## config.mk

```make
export PLATFORM = sky130hd
export DESIGN_NAME = byte_arbiter
export DESIGN_NICKNAME = d
export VERILOG_FILES = /design/src/rtl/byte_arbiter.sv
export SDC_FILE = /design/constraint.sdc
export NUM_CORES = 1
export LEC_CHECK = 0
export CORE_AREA = 2 2 123 125
export DETAILED_ROUTE_END_ITERATION = 7
export DIE_AREA = 0 0 125 127
export SYNTH_ARGS = -nofsm -noshare
export SYNTH_HDL_FRONTEND = slang
export SYNTH_SLANG_ARGS = --single-unit
```

## constraint.sdc

```tcl
create_clock -name clk_i -period 2.8 [get_ports clk_i]
set_clock_uncertainty 0.05 [all_clocks]
set_input_delay 0.56 -clock clk_i [delete_from_list [all_inputs] [get_ports clk_i]]
set_output_delay 0.56 -clock clk_i [all_outputs]
set_load 0.03 [all_outputs]
```

## src/rtl/byte_arbiter.sv

```systemverilog
// byte_arbiter: N-to-1 round-robin arbiter for the byte-masked memory port.
// Several initiators share one memory target. The grant is pinned to the
// current initiator while the memory holds, and read data is routed back
// to the initiator whose request was accepted in the previous cycle.
//
// Handshake: an initiator presents a request by raising useEnable_i and
// keeps every request field stable while useHold_o is high. The request is
// accepted in the first cycle where useEnable_i=1 and useHold_o=0. On the
// memory side the request is accepted when memEnable_o=1 and memHold_i=0.
// Read data returns exactly one cycle after accept, flagged by
// useReadValid_o. Writes produce no return.
module byte_arbiter #(
    parameter int USERS     = 2,
    parameter int DATA_BYTE = 4,
    parameter int ADDR_SIZE = 32
) (
    input  logic                                  clk_i,
    input  logic                                  rst_i,
    input  logic [USERS-1:0]                      useEnable_i,
    input  logic [USERS-1:0]                      useIsWrite_i,
    input  logic [USERS-1:0][DATA_BYTE-1:0]       useWriteMask_i,
    input  logic [USERS-1:0][ADDR_SIZE-1:0]       useAddr_i,
    input  logic [USERS-1:0][DATA_BYTE*8-1:0]     useWriteData_i,
    output logic [USERS-1:0][DATA_BYTE*8-1:0]     useReadData_o,
    output logic [USERS-1:0]                      useReadValid_o,
    output logic [USERS-1:0]                      useHold_o,
    output logic                                  memEnable_o,
    output logic                                  memIsWrite_o,
    output logic [DATA_BYTE-1:0]                  memWriteMask_o,
    output logic [ADDR_SIZE-1:0]                  memAddr_o,
    output logic [DATA_BYTE*8-1:0]                memWriteData_o,
    input  logic [DATA_BYTE*8-1:0]                memReadData_i,
    input  logic                                  memHold_i
);

    // Width of the grant index; at least one bit even for a single user.
    localparam int IDX_W = (USERS > 1) ? $clog2(USERS) : 1;
    localparam logic [IDX_W:0]   USERS_EXT = (IDX_W+1)'(USERS);
    localparam logic [IDX_W-1:0] LAST_IDX  = IDX_W'(USERS - 1);

    // Arbitration state.
    logic [IDX_W-1:0] prio_r;     // first initiator searched on a fresh arbitration
    logic             lock_r;     // grant pinned because memory is holding
    logic [IDX_W-1:0] lockIdx_r;  // initiator the grant is pinned to
    logic             rdValid_r;  // read return due this cycle
    logic [IDX_W-1:0] rdOwner_r;  // initiator that owns the read return

    logic [IDX_W-1:0] grant;
    logic [IDX_W-1:0] grant_next;
    logic [IDX_W:0]   cand;
    logic             found;
    logic             any_req;
    logic             accept;

    assign any_req    = |useEnable_i;
    assign accept     = any_req && !memHold_i;
    assign grant_next = (grant == LAST_IDX) ? '0 : grant + IDX_W'(1);

    // Grant select: a live lock wins; otherwise rotate from prio_r. A lock whose
    // owner dropped enable is ignored so a misbehaving initiator cannot stall others.
    always_comb begin
        grant = '0;
        found = 1'b0;
        cand  = '0;
        if (lock_r && useEnable_i[lockIdx_r]) begin
            grant = lockIdx_r;
        end else begin
            for (int k = 0; k < USERS; k++) begin
                cand = {1'b0, prio_r} + (IDX_W+1)'(k);
                if (cand >= USERS_EXT) begin
                    cand = cand - USERS_EXT;
                end
                if (!found && useEnable_i[cand[IDX_W-1:0]]) begin
                    grant = cand[IDX_W-1:0];
                    found = 1'b1;
                end
            end
        end
    end

    // Forward the granted initiator's request; the memory bus is all zero when idle.
    always_comb begin
        memEnable_o    = any_req;
        memIsWrite_o   = 1'b0;
        memWriteMask_o = '0;
        memAddr_o      = '0;
        memWriteData_o = '0;
        if (any_req) begin
            memIsWrite_o   = useIsWrite_i[grant];
            memWriteMask_o = useWriteMask_i[grant];
            memAddr_o      = useAddr_i[grant];
            memWriteData_o = useWriteData_i[grant];
        end
    end

    // Every requester except the granted one (when memory is not stalling) is held.
    always_comb begin
        useHold_o = '0;
        for (int i = 0; i < USERS; i++) begin
            useHold_o[i] = useEnable_i[i] && !((grant == IDX_W'(i)) && !memHold_i);
        end
    end

    // Steer the memory read data to the owner of the pending return only.
    always_comb begin
        useReadValid_o = '0;
        useReadData_o  = '0;
        for (int i = 0; i < USERS; i++) begin
            useReadValid_o[i] = rdValid_r && (rdOwner_r == IDX_W'(i));
            if (useReadValid_o[i]) begin
                useReadData_o[i] = memReadData_i;
            end
        end
    end

    // Advance priority on accept, pin the grant on a stall, track read returns.
    always_ff @(posedge clk_i or negedge rst_i) begin
        if (!rst_i) begin
            prio_r    <= '0;
            lock_r    <= 1'b0;
            lockIdx_r <= '0;
            rdValid_r <= 1'b0;
            rdOwner_r <= '0;
        end else if (accept) begin
            prio_r    <= grant_next;
            lock_r    <= 1'b0;
            rdValid_r <= !memIsWrite_o;
            rdOwner_r <= grant;
        end else if (any_req) begin
            lock_r    <= 1'b1;
            lockIdx_r <= grant;
            rdValid_r <= 1'b0;
        end else begin
            lock_r    <= 1'b0;
            rdValid_r <= 1'b0;
        end
    end

endmodule

```

# After elaboration in Yosys (flattened, before gate mapping)
# Index checks and enable logic that the tools add are counted.
# word_totals
register_bits,5
# classes
add_sub_neg,4
order_cmp,6
muxes,33
n_bitwise,3
n_reduce_logical,16
# op_table
cell,count
$mux 32,8
$mux 1,22
$mux 4,3
$logic_and 1x1->1,9
$lt 1x2->1 const B,4
$logic_not 1->1,5
$not 1->1,3
$add 1x1->2 const B,1
$ge 1x2->1 const B,1
$ge 2x2->1 const B,1
$reduce_and 2->1,1
$reduce_or 2->1,1
$sub 1x1->1 const B,2
$add 1x1->1 const B,1

# Logic depth before layout (Yosys ltp)
# Gate-level depths: netlist of run 1.
# logic_depth
word_depth,17
mapped_depth,5
ltp_nobuf,3

# Worst setup path before layout of run 1
# Ideal clock, no wire load.
# synth_path
path_kind,reg2out
from,register lock_r
to,output port memAddr_o[11]
t_arrival_ns,1.498
required_time_ns,2.190
path_slack_ns,0.692
stages_incl_launch_ff,6
path_buffers,2
cell_sequence,dfrtp_1 > mux2_4 > a21oi_4 > buf_4 > buf_6 > a22o_1
# synth_between
elab_chain_len,5
# synth_lines
element,line,text
from (decl),43,logic lock_r;
from (signal assigned),120,lock_r <= 1'b0;
from (signal assigned),126,lock_r <= 1'b0;
from (signal assigned),130,lock_r <= 1'b1;
$logic_and 1x1->1,65,if (lock_r && useEnable_i[lockIdx_r]) begin
$mux 1,65,
$mux 32 (not written as such) (2 in a row),91,memAddr_o = useAddr_i[grant];
$mux 32,88,if (any_req) begin
to (decl),30,"output logic [ADDR_SIZE-1:0] memAddr_o,"
# No other way between the ends. The select of a mux whose other input is x is not followed.

# Worst setup path after layout of run 1
# layout_path
from,input port useEnable_i[1]
to,output port memAddr_o[2]
# layout_between
elab_chain_len,11
# layout_lines
element,line,text
from (decl),19,"input logic [USERS-1:0] useEnable_i,"
$mux 1 (not written as such) (2 in a row),73,if (!found && useEnable_i[cand[IDX_W-1:0]]) begin
$mux 1,73,
$mux 1,65,
$logic_not 1->1,73,
$logic_and 1x1->1,73,
$mux 1,73,
$mux 1,65,
$mux 32 (not written as such) (2 in a row),91,
$mux 32 *,88,
# Mark *: on every way between the ends. The rest lies on a longest branch, timed or not. The select of a mux whose other input is x is not followed.

==> results of run 1 <==
## final timing paths
kind | start | end | cells after the start
worst min-delay path | lockIdx_r | lockIdx_r | 1
worst min register to register | lockIdx_r | lockIdx_r | 1
min in group asynchronous | rst_i | lockIdx_r | 1
worst max-delay path | useEnable_i[1] | memAddr_o[2] | 6
worst max register to register | lock_r | lockIdx_r | 4
max in group asynchronous | rst_i | prio_r | 1
## worst max-delay path, delay by kind of cell
kind | cells | cell delay (ns)
AOI/OAI and AO/OA | 2 | 0.42
buffers and inverters | 4 | 1.02
## synth_stat cells, drive strengths merged
| master | instances |
|---|---|
| a211o | 2 |
| a21oi | 7 |
| a22o | 70 |
| and2 | 33 |
| and3 | 32 |
| buf | 14 |
| clkbuf | 10 |
| dfrtp | 5 |
| inv | 3 |
| mux2 | 1 |
| mux2i | 1 |
| nand2 | 2 |
| nor2 | 2 |
| nor2b | 1 |
| o21a | 1 |
| o21ai | 1 |
| o31ai | 1 |
## sequential cells by signal, summed over array words and instances (netlist names)
register,flops
rdValid_r,1
lock_r,1
prio_r,1
rdOwner_r,1
lockIdx_r,1
## per-layer routing
layer  routed length, µm  global-route usage (%)
met5                   0                       0
met4                 176                    3.14
met3                 973                    4.02
met2                5540                    22.1
met1                4350                    14.4
## power groups by stage
stage	Combinational [mW]	Clock [mW]	Sequential (mW)
after detailed placement	1.21	0	0.0889
after global placement	1.21	0	0.0886
after floorplan	0.561	0	0.0897
final	1.21	0.233	0.0885
after global routing	1.27	0.241	0.0902
after CTS	1.22	0.239	0.0886
## layout make-up
class	count	area (µm²)
sequential	5	125
timing repair buffer	323	3210
multi-input combinational	154	1160
clock buffer	4	78.8
tap	184	230
inverter	3	11.3
fill	1469	9610
## logic make-up after synthesis
group,Yosys count,share of synthesized area [%]
DFF,5,8.90
buffers and inverters,27,9.08
and+or+nand+nor,70,30.4
muxes,2,1.78
AOI/OAI and AO/OA,82,49.8
## cell usage in the layout (no fill, tap or decap)
| cell type | instances |
|---|---|
| clkdlybuf4s50_1 | 207 |
| buf_4 | 95 |
| a22o_1 | 70 |
| and2_1 | 33 |
| and3_1 | 32 |
| buf_12 | 21 |
| a21oi_1 | 5 |
| dfrtp_1 | 5 |
| inv_1 | 3 |
| clkbuf_16 | 3 |
| nand2_1 | 2 |
| a21oi_4 | 2 |
| nor2_1 | 2 |
| a211o_1 | 2 |
| mux2_4 | 1 |
| mux2i_1 | 1 |
| nor2b_1 | 1 |
| o21a_1 | 1 |
| o21ai_0 | 1 |
| o31ai_1 | 1 |
| clkbuf_1 | 1 |
## metrics by stage
step	util [%]	power [mW]	hold slack, ns	area (µm²)
floorplan	-	0.651	0.214	1410
global placement	32.8	1.30	0.463	4730
detailed placement	32.8	1.30	0.477	4730
CTS	33.4	1.55	0.486	4810
global route	33.4	1.60	0.515	4810
finish	33.4	1.53	0.487	4810
==> impl_results.md, run 1 <==
* Initial DRT Pass Iterations at 4
* Layout cells sized above 1 at 24.9%
* Critical path's most frequent cell: buf_12
* Avg Inst Size Synth at around 7.6 µm²
* Worst Path Arrival at 2.04 ns
* Syn. warnings at 0
* Overflow left after global routing at 0
* Slew HR at roughly three quarters
* # Max-Cap Violations at 0
* Cell-internal power at 0.881 mW
* Crit end category: primary output
* CP Max Fanout at between 60 and 70
* # setup viols final at 0
* Top cells by area, synth: a22o_1 44%, and2_1 15%, and3_1 14%, dfrtp_1 8.9%, buf_2 4.3%
* RSZ-0062 raised after global routing: no
* Count of input and output buffers at 312
* Starting Density at under 10%
* Register bit total from synthesis at 5
* Antenna violations before repair at 0
* Num rows at 44
* Leakage at around 2.2 nW
* Routed WL at between 10000 and 15000 µm
* Yosys top cell area share at a little over two fifths
* Root Buffer: clkbuf_16
* Syn_nets at ~360
* DRT iter0 DRCs at between 50 and 60
* Final worst-path cycle share at a little over nine tenths
* Hold WC Path Type: register to register
* Post-layout nets at roughly 670
* Residual DRC at 0
* Cts bufs inserted at 3
* WP data required at between 2 and 2.5 ns
* Logic gate share of total power at 79.0%
* Largest net degree at the start of global routing at 70
* Area growth, synth to finish at 242%
* Seq/Total Area, Yosys at 8.90%
* Via count at ~2800
* Worst slew pin tran at approximately 0.37 ns
* Total track usage at about an eighth
* Clock-pin transition on the worst setup and hold timing paths at ~0.03 ns
* H-Tree Level Count at 1
* Net Sw Frac at between 40% and 50%
* Total negative slack at 0 ns
* CP max stage cell: clkdlybuf4s50_1
* Area of the die at between 15000 and 20000 µm²
* Slew Limit Fails at 0
* Clk_lat worst skew at 0.23 ns
* CP peak stage delay at approximately 0.43 ns
* # diodes at 0
* Clk pwr share at between 10% and 20%
* Die X at approximately 130 µm
* Setup Crit Path Kind: input port to primary output
* Clock Path Buffers at 2
* Final Hold Fails at 0
* First-pass GRT wire length at 15600 µm
* Hold Buf Count CTS at 0
* Placement Setup Slack at around 0.17 ns
* GPL Wtd Cong at 0.862
* HPWL Detailed at between 9000 and 10000 µm
* Routed Antenna Nets at 0
* Fin cells at between 600 and 700
* Routed vias/inst at 4.12
* Core Area at 14400 µm²
* Die H at 127 µm
* Synthesized netlist cell count at between 150 and 200
* Reg power frac at under 10%
* Reg2reg setup slack at around 1.3 ns
* Setup bufs post-CTS at 0
* WL/cell at about 16 µm
* Setup ws final at between 0.15 and 0.2 ns
* Dpl cells at around 670
* Mapped cell area at approximately 1400 µm²
* Post-synth top area cell: a22o_1
* CTS tree: built
* Num ports at roughly 310
* Vias in the first global route at between 2000 and 3000
* Synth unique cells at 21
* # resized after CTS at 0
* Tmin final at 2.65 ns
* Status: finished clean
* Power Density at 318 nW/µm²
* Psw at between 0.6 and 0.7 mW
* CP startpoint kind: input port
* Clock sinks at 5
* VDD IR max at 0.000161 V
* CP Cell Sequence: clkdlybuf4s50_1 -> buf_4 -> a21oi_4 -> buf_12 -> a22o_1 -> buf_12
* Fmax at 378 MHz
No activity file was read; power rests on OpenSTA's default activity.
==> run 2: changes to the inputs <==
Settings changed: GPL_TIMING_DRIVEN from default to 0.
==> run 2 against run 1 <==
Effect of this change: sequential share of layout area decreased by 0.086 points; die area did not move; combinational power decreased by 3%; worst hold slack better by 0.0095 ns; critical path depth grew 1; total power decreased by 1.9%; clock power is essentially flat; highest routed layer unchanged; global-route usage grew 1.1 points; via count rose by 2.7%; register-to-register slack got worse by 0.03 ns.
==> impl_results.md, run 2 (synthesis gave the netlist of run 1 again) <==
* Leakage at 2.06 nW (-6.5%)
* Layout fillers at 1476 (+0.48%)
* First-pass GRT wire length at 17000 µm (+8.8%)
* Crit end category: primary output
* R2R Path End: lockIdx_r
* Routed WL at 11900 µm (+7.4%)
* Overflow left after global routing at 0 (unchanged)
* Slew HR at 74.1% (-0.52 points)
* Clk_lat worst skew at 0.23 ns (about the same)
* Clock sinks at 5 (unchanged)
* Vias in the first global route at 2968 (+7.1%)
* R2R depth at 5 (+1)
* Via count at 2844 (+2.7%)
* CP Max Fanout at 10 (-86%)
* Root Buffer: clkbuf_16
* Hold WS at 0.496 ns (+0.00954 ns)
* DRT iter0 DRCs at 67 (+29%)
* Worst Path Arrival at 2.09 ns (+0.05 ns)
* Clock-pin transition on the worst setup and hold timing paths at 0.03 ns (about the same)
* Setup Crit Path Kind: input port to primary output
* Area of the die at 15900 µm² (unchanged)
* Largest net degree at the start of global routing at 11 (-84%)
* Most frequent cells in the layout: 240 x clkdlybuf4s50_1, 70 x a22o_1, 65 x clkdlybuf4s15_2
* Most common cell after layout, fill and taps aside: clkdlybuf4s50_1
* Routed vias/inst at 4.13 (+0.43%)
* Hold WC Path Type: register to register
* GPL Wtd Cong at 0.878 (+1.8%)
* Antenna violations before repair at 1 (+1)
* RSZ-0062 raised after global routing: no
* CP max stage cell: clkdlybuf4s15_1
* # Max-Cap Violations at 0 (unchanged)
* CP peak stage delay at 0.31 ns (-0.12 ns)
* Critical path's most frequent cell: buf_6
* Die H at 127 µm (unchanged)
* Total track usage at 13.6% (+1.1 points)
* Residual DRC at 0 (unchanged)
* H-Tree Level Count at 1 (unchanged)
* Dpl cells at 681 (+1.8%)
* Setup ws final at 0.0988 ns (-0.0547 ns)
* Num ports at 313 (unchanged)
* Clock Path Buffers at 2 (unchanged)
* Area growth, synth to finish at 254%
* Cts bufs inserted at 3 (unchanged)
* Reg-to-Reg Start: lock_r
* CP startpoint kind: input port
* Starting Density at 9.75% (unchanged)
* Die X at 125 µm (unchanged)
* Fin cells at 688 (+2.2%)
* Hold path depth at 1 (unchanged)
* Status: finished clean
* VDD IR max at 0.000153 V (-4.7%)
* Placement Setup Slack at -0.742 ns (-0.910 ns)
* Slew Limit Fails at 0 (unchanged)
* Final Hold Fails at 0 (unchanged)
* CP Cell Sequence: clkdlybuf4s15_1 -> inv_2 -> a21oi_4 -> buf_6 -> buf_6 -> a22o_1 -> clkdlybuf4s15_2
* Core Area at 14400 µm² (unchanged)
* Tmin final at 2.70 ns (+0.0547 ns)
* Layout cells sized above 1 at 18.5% (-6.5 points)
* HPWL Detailed at 10100 µm (+7.9%)
* Num rows at 44 (unchanged)
* Count of input and output buffers at 311 (-0.32%)
* Final worst-path cycle share at 96.5% (+2.0 points)
* Hold Buf Count CTS at 0 (unchanged)
* CP startpoint: useEnable_i[0]
* Critical Path End: memAddr_o[12]
* Post-layout nets at 679 (+2.1%)
* Worst slew pin tran at 0.388 ns (+0.0184 ns)
* WL/cell at 17.2 µm (+5.1%)
* Initial DRT Pass Iterations at 4 (unchanged)
* Reg2reg setup slack at 1.31 ns (-0.03 ns)
* CTS tree: built
* WP data required at 2.19 ns (about the same)
* # setup viols final at 0 (unchanged)
* Routed Antenna Nets at 0 (unchanged)
* Utilization after layout at 34.5% (+1.1 points)
* Fmax at 370 MHz (-2.0%)
* Power Density at 301 nW/µm² (-5.2%)
run 2: where the power goes:
part           total, mW  switching, mW  internal [mW]
logic               1.17          0.599          0.572
registers         0.0952         0.0136         0.0816
clock network      0.233         0.0442          0.188
total               1.50          0.657          0.842
run 2: metrics by stage:
| stage | total power [mW] | TNS, ns | area [µm²] |
|---|---|---|---|
| after floorplan | 0.651 | 0 | 1410 |
| after global routing | 1.57 | 0 | 4970 |
| after global placement | 1.28 | -44.04 | 4750 |
| after detailed placement | 1.28 | -45.34 | 4750 |
| after CTS | 1.51 | 0 | 4980 |
| final | 1.50 | 0 | 4980 |
run 2: worst min path at each step:
| stage | to | startpoint |
|---|---|---|
| after floorplan | lockIdx_r | rst_i |
| after global placement | lockIdx_r | lockIdx_r |
| after detailed placement | lockIdx_r | lockIdx_r |
| after CTS | lockIdx_r | lockIdx_r |
| after global routing | lockIdx_r | lockIdx_r |
| final | lockIdx_r | lockIdx_r |
run 2: critical path, delay by kind of cell:
family,cells,cell delay [ns]
buffers and inverters,5,1.10
AOI/OAI and AO/OA,2,0.41
run 2: routing by layer:
layer,track usage [%],part of all wire (%),vias to the layer above
met3,4.15,9.1,8
met4,3.01,1.4,0
met5,0,0,-
met1,15.3,38,1298
li1,-,-,1361
met2,25.1,51,177
run 2: cell type report:
class	count	area [µm²]	area share [%]
clock buffers	4	78.8	1.58
plain buffers	24	145	2.92
inverters	3	11.3	0.226
diodes	1	2.50	0.0503
repair buffers	313	3220	64.6
multi-input cells	154	1170	23.5
well taps	184	230	4.63
flip-flops and latches	5	125	2.51
run 2: timing repair:
action | in CTS | in global routing
setup endpoints to repair | 100 | 21
pin swaps | 0 | 0
buffers inserted | 2 | 0
cloned | 0 | 0
gates resized for setup | 220 | 4
